`src/rtl/pcie_ss_dm_req_tx.sv`:
```
// Data Mover request encoder: turns HE commands into MRd64/MWr64 flits on the PCIe SS TX AXI-S port.
// It also owns the read-tag pool, which is refilled by the RX completion path.

package pcie_ss_hdr_pkg;

    // Data Mover request header, as it sits on tdata[255:0]
    typedef struct packed {
        logic [31:0] metadata_l;   // 255:224
        logic [31:0] metadata_h;   // 223:192
        logic [16:0] rsvd5;        // 191:175
        logic        vf_active;    // 174
        logic [10:0] vf_num;       // 173:163
        logic [2:0]  pf_num;       // 162:160
        logic [31:0] rsvd4;        // 159:128
        logic [29:0] host_addr_m;  // 127:98
        logic [1:0]  host_addr_l;  // 97:96
        logic [31:0] host_addr_h;  // 95:64
        logic [15:0] req_id;       // 63:48
        logic [7:0]  tag_l;        // 47:40
        logic [7:0]  length_l;     // 39:32
        logic [7:0]  fmt_type;     // 31:24
        logic        tag_h;        // 23
        logic [2:0]  tc;           // 22:20
        logic        tag_m;        // 19
        logic [2:0]  rsvd0;        // 18:16
        logic [5:0]  length_h;     // 15:10
        logic [9:0]  length_m;     // 9:0
    } PCIe_ReqHdr_t;

    localparam logic [7:0] DM_FMT_MRD64 = 8'h20;
    localparam logic [7:0] DM_FMT_MWR64 = 8'h60;

endpackage

module pcie_ss_dm_req_tx
    import pcie_ss_hdr_pkg::*;
#(
    parameter int TDATA_WIDTH = 512,
    parameter int NUM_TAGS    = 256,
    localparam int TAG_W      = $clog2(NUM_TAGS)
) (
    input  logic                     clk,
    input  logic                     rst,

    input  logic                     cmd_valid,
    output logic                     cmd_ready,
    input  logic                     cmd_is_wr,
    input  logic [63:0]              cmd_addr,
    input  logic [23:0]              cmd_len,
    input  logic [2:0]               cmd_pf,
    input  logic [10:0]              cmd_vf,
    input  logic                     cmd_vf_active,

    input  logic                     wr_tvalid,
    output logic                     wr_tready,
    input  logic [TDATA_WIDTH-1:0]   wr_tdata,
    input  logic [TDATA_WIDTH/8-1:0] wr_tkeep,
    input  logic                     wr_tlast,

    output logic                     tx_tvalid,
    input  logic                     tx_tready,
    output logic [TDATA_WIDTH-1:0]   tx_tdata,
    output logic [TDATA_WIDTH/8-1:0] tx_tkeep,
    output logic                     tx_tlast,
    output logic [9:0]               tx_tuser_vendor,

    input  logic                     cpl_free_valid,
    input  logic [9:0]               cpl_free_tag,
    output logic [9:0]               rd_tag,
    output logic [TAG_W:0]           outstanding,
    output logic                     tag_err,
    output logic                     init_done
);

    localparam int KEEP_W = TDATA_WIDTH / 8;
    localparam logic [KEEP_W-1:0] HDR_KEEP = {{(KEEP_W-32){1'b0}}, 32'hFFFF_FFFF};

    typedef enum logic [1:0] {S_INIT, S_IDLE, S_DATA} state_t;

    state_t              state_q;
    logic [TAG_W-1:0]    init_cnt_q;
    logic                init_done_q;

    logic [TAG_W-1:0]    fifo_mem [NUM_TAGS];
    logic [TAG_W-1:0]    wr_ptr_q, rd_ptr_q;
    logic [TAG_W:0]      fifo_cnt_q;
    logic [NUM_TAGS-1:0] inflight_q, inflight_d;
    logic [TAG_W:0]      outstanding_q;
    logic                tag_err_q;
    logic [TAG_W-1:0]    rd_tag_q;

    logic                    tx_valid_q, tx_last_q;
    logic [TDATA_WIDTH-1:0]  tx_data_q;
    logic [KEEP_W-1:0]       tx_keep_q;

    logic             out_free, fifo_nonempty, cmd_fire, rd_alloc, wr_beat;
    logic             free_in_range, free_ok, fifo_push;
    logic [TAG_W-1:0] free_idx, head_tag, push_tag;

    PCIe_ReqHdr_t     hdr;
    logic [9:0]       hdr_tag;

    assign out_free      = !tx_valid_q || tx_tready;
    assign fifo_nonempty = (fifo_cnt_q != '0);

    // A write needs no tag, so it may proceed while the pool is empty.
    assign cmd_ready = (state_q == S_IDLE) && out_free &&
                       (fifo_nonempty || (cmd_valid && cmd_is_wr));
    assign cmd_fire  = cmd_valid && cmd_ready;
    assign rd_alloc  = cmd_fire && !cmd_is_wr;
    assign wr_tready = (state_q == S_DATA) && out_free;
    assign wr_beat   = wr_tvalid && wr_tready;

    assign free_idx      = cpl_free_tag[TAG_W-1:0];
    assign free_in_range = ({22'd0, cpl_free_tag} < 32'(NUM_TAGS));
    assign free_ok       = cpl_free_valid && free_in_range && inflight_q[free_idx];

    // INIT owns the push port; the bitmap is empty then, so no free can collide.
    assign fifo_push = (state_q == S_INIT) || free_ok;
    assign push_tag  = (state_q == S_INIT) ? init_cnt_q : free_idx;
    assign head_tag  = fifo_mem[rd_ptr_q];

    always_comb begin
        hdr      = '0;
        hdr_tag  = cmd_is_wr ? 10'd0 : 10'(head_tag);
        hdr.fmt_type  = cmd_is_wr ? DM_FMT_MWR64 : DM_FMT_MRD64;
        hdr.tag_h     = hdr_tag[9];
        hdr.tag_m     = hdr_tag[8];
        hdr.tag_l     = hdr_tag[7:0];
        {hdr.length_h, hdr.length_m, hdr.length_l}          = cmd_len;
        {hdr.host_addr_h, hdr.host_addr_m, hdr.host_addr_l} = cmd_addr;
        hdr.pf_num    = cmd_pf;
        hdr.vf_num    = cmd_vf;
        hdr.vf_active = cmd_vf_active;
    end

    always_comb begin
        inflight_d = inflight_q;
        if (rd_alloc) inflight_d[head_tag] = 1'b1;
        if (free_ok)  inflight_d[free_idx] = 1'b0;
    end

    always_ff @(posedge clk) begin
        if (fifo_push) fifo_mem[wr_ptr_q] <= push_tag;
    end

    always_ff @(posedge clk or posedge rst) begin
        if (rst) begin
            wr_ptr_q      <= '0;
            rd_ptr_q      <= '0;
            fifo_cnt_q    <= '0;
            inflight_q    <= '0;
            outstanding_q <= '0;
            tag_err_q     <= 1'b0;
            rd_tag_q      <= '0;
        end else begin
            inflight_q <= inflight_d;
            if (fifo_push) wr_ptr_q <= wr_ptr_q + 1'b1;
            if (rd_alloc) begin
                rd_ptr_q <= rd_ptr_q + 1'b1;
                rd_tag_q <= head_tag;
            end
            case ({fifo_push, rd_alloc})
                2'b10:   fifo_cnt_q <= fifo_cnt_q + 1'b1;
                2'b01:   fifo_cnt_q <= fifo_cnt_q - 1'b1;
                default: fifo_cnt_q <= fifo_cnt_q;
            endcase
            case ({rd_alloc, free_ok})
                2'b10:   outstanding_q <= outstanding_q + 1'b1;
                2'b01:   outstanding_q <= outstanding_q - 1'b1;
                default: outstanding_q <= outstanding_q;
            endcase
            if (cpl_free_valid && !free_ok) tag_err_q <= 1'b1;
        end
    end

    // FSM plus the single output register; the hold rule falls out of out_free
    always_ff @(posedge clk or posedge rst) begin
        if (rst) begin
            state_q     <= S_INIT;
            init_cnt_q  <= '0;
            init_done_q <= 1'b0;
            tx_valid_q  <= 1'b0;
            tx_last_q   <= 1'b0;
            tx_data_q   <= '0;
            tx_keep_q   <= '0;
        end else begin
            case (state_q)
                S_INIT: begin
                    init_cnt_q <= init_cnt_q + 1'b1;
                    if (init_cnt_q == TAG_W'(NUM_TAGS - 1)) begin
                        state_q     <= S_IDLE;
                        init_done_q <= 1'b1;
                    end
                end
                S_IDLE:  if (cmd_fire && cmd_is_wr) state_q <= S_DATA;
                S_DATA:  if (wr_beat && wr_tlast)   state_q <= S_IDLE;
                default: state_q <= S_IDLE;
            endcase

            if (cmd_fire) begin
                tx_valid_q <= 1'b1;
                tx_data_q  <= TDATA_WIDTH'(hdr);
                tx_keep_q  <= HDR_KEEP;
                tx_last_q  <= !cmd_is_wr;
            end else if (wr_beat) begin
                tx_valid_q <= 1'b1;
                tx_data_q  <= wr_tdata;
                tx_keep_q  <= wr_tkeep;
                tx_last_q  <= wr_tlast;
            end else if (tx_tready) begin
                tx_valid_q <= 1'b0;
            end
        end
    end

    assign tx_tvalid       = tx_valid_q;
    assign tx_tdata        = tx_data_q;
    assign tx_tkeep        = tx_keep_q;
    assign tx_tlast        = tx_last_q;
    assign tx_tuser_vendor = {9'd0, tx_valid_q};
    assign rd_tag          = 10'(rd_tag_q);
    assign outstanding     = outstanding_q;
    assign tag_err         = tag_err_q;
    assign init_done       = init_done_q;

endmodule

```
`config.mk`:
```
export PLATFORM = sky130hd
export DESIGN_NAME = pcie_ss_dm_req_tx
export DESIGN_NICKNAME = d
export VERILOG_FILES = /design/src/rtl/pcie_ss_dm_req_tx.sv
export SDC_FILE = /design/constraint.sdc
export NUM_CORES = 2
export LEC_CHECK = 0
export CAP_MARGIN = 20
export CORE_ASPECT_RATIO = 1.75
export CORE_MARGIN = 2
export CORE_UTILIZATION = 40
export DETAILED_ROUTE_END_ITERATION = 6
export HOLD_SLACK_MARGIN = 0.08
export PLACE_DENSITY = 0.68
export SLEW_MARGIN = 0
export SYNTH_ARGS = -nofsm -noshare
export SYNTH_HDL_FRONTEND = slang
export SYNTH_SLANG_ARGS = --single-unit
```
`constraint.sdc`:
```
create_clock -name clk -period 74 [get_ports clk]
set_clock_uncertainty 0.2 [all_clocks]
set_input_delay 22.2 -clock clk [delete_from_list [all_inputs] [get_ports clk]]
set_output_delay 22.2 -clock clk [all_outputs]
set_load 0.02 [all_outputs]
```
==> results.json <==
{
  "nets": 9904,
  "dp_hpwl_um": 374700,
  "core.rowCount": 265,
  "synth_area_leaders": "edfxtp_1 (52%), dfrtp_1 (19%), mux4_2 (9.4%), nand2_1 (4.1%), a21oi_1 (3.2%)",
  "grt_pass1_wl_um": 693900,
  "final.setup.tns_ns": 0,
  "period_share_pct": 63.54,
  "core_area_um2": 297100,
  "yosysTopAreaCell": "edfxtp_1",
  "syn_to_final_growth_pct": 22.24,
  "fp.dieH_um": 725.9,
  "synth_top_flop_cell": "edfxtp_1",
  "synthArstFlopShare_pct": 30.25,
  "path_cells": "clkdlybuf4s50_1 -> nand2b_1 -> and3_1 -> clkdlybuf4s50_1",
  "antenna_found_initial": 145,
  "cp_slowest_stage_delay_ns": 0.77,
  "maxCapViolations": 0,
  "hold_viol": 0,
  "place_congestion": 1.062,
  "first_pass_iters": 7,
  "synth_area_um2": 119100,
  "io_buffers": 1296,
  "netlist_instances": 7893,
  "cts-root-buf": "clkbuf_16",
  "rsz0062_at_grt": "no",
  "postRouteWirelength_um": 520500,
  "crit_fanout": 3,
  "avgSynthCellArea_um2": 15.09,
  "worst_pin_slew_ns": 1.246,
  "cts_buffers": 279,
  "num_vias": 81230,
  "slew_headroom_pct": 16.72,
  "synth_most_common_cell": "edfxtp_1",
  "min_period_ns": 47.02,
  "fmax_ghz": 0.02127,
  "cts-resized-gates": 0,
  "fin_util_pct": 49.01,
  "die_area_um2": 302400,
  "p_leak_nw": 51.58,
  "failed_checks": "DRC",
  "initial_utilization_pct": 40.10,
  "cts-htree-levels": 5,
  "pwr_density_cell_nw_per_um2": 42.47,
  "clock_latency_ns": 0.91,
  "critPathRequiredTime_ns": 51.60,
  "path_buf_inv": 2,
  "holdBufCountCts": 0,
  "arrival_ns": 24.62,
  "cts.clk_slew.worst_paths_ns": 0.06,
  "drt_iter0_markers": 11420,
  "ys.warnings.count": 0,
  "hp-class": "reg2reg",
  "crit_type": "in2out",
  "via_per_inst": 6.100,
  "die_w_um": 416.5,
  "cpMostUsedCell": "clkdlybuf4s50_1",
  "postCtsSetupBuffers": 0,
  "ys_seq_area_share_pct": 70.28,
  "setup_viol": 0,
  "synth_top_area_share_pct": 51.63,
  "grt_max_degree": 191,
  "grt.overflow.total": 0,
  "synth-seq-cells": 2936,
  "track_usage_pct": 33.81,
  "io-pin-count": 1308,
  "grt_pass1_vias": 79130,
  "synthDistinctLibCells": 95,
  "drcViolationCount": 6,
  "cts.path.max_buffers": 4,
  "synth_edf_count": 2048,
  "peakVddDrop_uv": 50.81,
  "outcome": "finished, violations left",
  "cp-end-kind": "output port",
  "cp-start-kind": "input pin",
  "finalMaxSlewViolations": 0,
  "cts_tree": "built",
  "synth_common_cells": "edfxtp_1 (2,048), nand2_1 (1,287), dfrtp_1 (888), a21oi_1 (754), mux4_2 (498)",
  "ant_nets": 0,
  "cts.sinks": 2936,
  "critPathSlowestCell": "and3_1",
  "drive_above_1_share_pct": 14.38,
  "crit_family": "buffers and inverters",
  "wl_per_cell_um": 39.09
}
-- worst register-to-register path: cells and delay by family, from the launching register on --
| family | cells | cell delay [ns] |
|---|---|---|
| compound gates | 7 | 2.79 |
| simple gates | 1 | 0.49 |
| flops | 1 | 0.86 |
| buf+inv | 4 | 2.50 |
| mux | 1 | 0.69 |
-- flip-flops by register name, summed over array words and instances (netlist names), 2 cells and up --
register,cells
fifo_cnt_q,9
fifo_mem,2048
inflight_q,256
init_cnt_q,8
outstanding,9
rd_ptr_q,8
rd_tag_q,8
state_q,2
tx_tdata,512
tx_tkeep,64
wr_ptr_q,8
-- cells by family (layout without fill, tap and decap cells) --
logic type	Yosys count	after routing	share of synthesized area (%)
AO/OA/AOI/OAI	1484	1484	7.469
XOR/XNOR	44	44	0.3235
adder cells (fa/ha/maj)	19	19	0.2059
buffers and inverters	618	2111	2.778
flip-flops	2936	2936	70.28
multiplexers	789	789	11.90
other	1	60	0.003148
AND/OR/NAND/NOR	2002	2002	7.037
-- final timing paths --
path	startpoint	to	slack, ns	depth (start not counted)
setup reg to reg	rd_ptr_q[0]	inflight_q[180]	66.37	13
max in group asynchronous	rst	tx_tdata[116]	48.79	5
setup / recovery	tx_tready	wr_tready	26.98	4
hold / removal	fifo_cnt_q[8]	fifo_cnt_q[8]	0.28	1
hold reg to reg	fifo_cnt_q[8]	fifo_cnt_q[8]	0.28	1
min in group asynchronous	rst	outstanding[2]	21.61	2
-- area by class of cell --
cell class	count	area [um2]
Multi-Input combinational cell	4349	32390
Inverter	21	90.09
Antenna cell	49	122.6
Clock buffer	345	7538
Tap cell	3871	4843
Fill cell	25210	151500
Timing Repair Buffer	1601	15420
Sequential cell	2936	83740
Clock inverter	144	1474
-- metrics by stage --
step | worst slack (ns) | cell area, um2 | hold WS [ns] | std cells | power, mW
4_1_cts | 27.03 | 145300 | 0.2856 | 13250 | 6.137
3_3_place_gp | 27.01 | 135900 | 0.2633 | 12710 | 4.621
3_5_place_dp | 27.05 | 136300 | 0.2719 | 12760 | 4.687
2_1_floorplan | 26.64 | 119200 | 0.2426 | 7903 | 3.596
5_1_grt | 27.04 | 145500 | 0.2865 | 13280 | 6.337
6_report | 26.98 | 145600 | 0.2811 | 13320 | 6.184
-- placed cells by master (no fill, tap or decap), drive strengths merged, types with 252 or more instances in the layout --
cell type and n:
clkdlybuf4s50 1293, mux4 498, nand2 1287, a31oi 368
edfxtp 2048, clkbuf 347, mux2i 252, a21oi 755
dfrtp 888, nor2 373, buf 305
-- power by group --
part	internal, mW	leakage (nW)	total, mW	switching, mW
combinational	0.797	17.0	2.42	1.62
sequential	2.15	30.2	2.30	0.158
clock	0.812	4.36	1.47	0.653
-- routing by layer --
layer | track usage (%) | vias up | routed length, um
met3 | 10.90 | 1373 | 60760
met1 | 41.02 | 41480 | 182300
met2 | 51.89 | 5766 | 235500
met4 | 22.04 | 8 | 41550
met5 | 0 | - | 410
li1 | - | 32600 | -
Power figures use the tool's default switching activity.
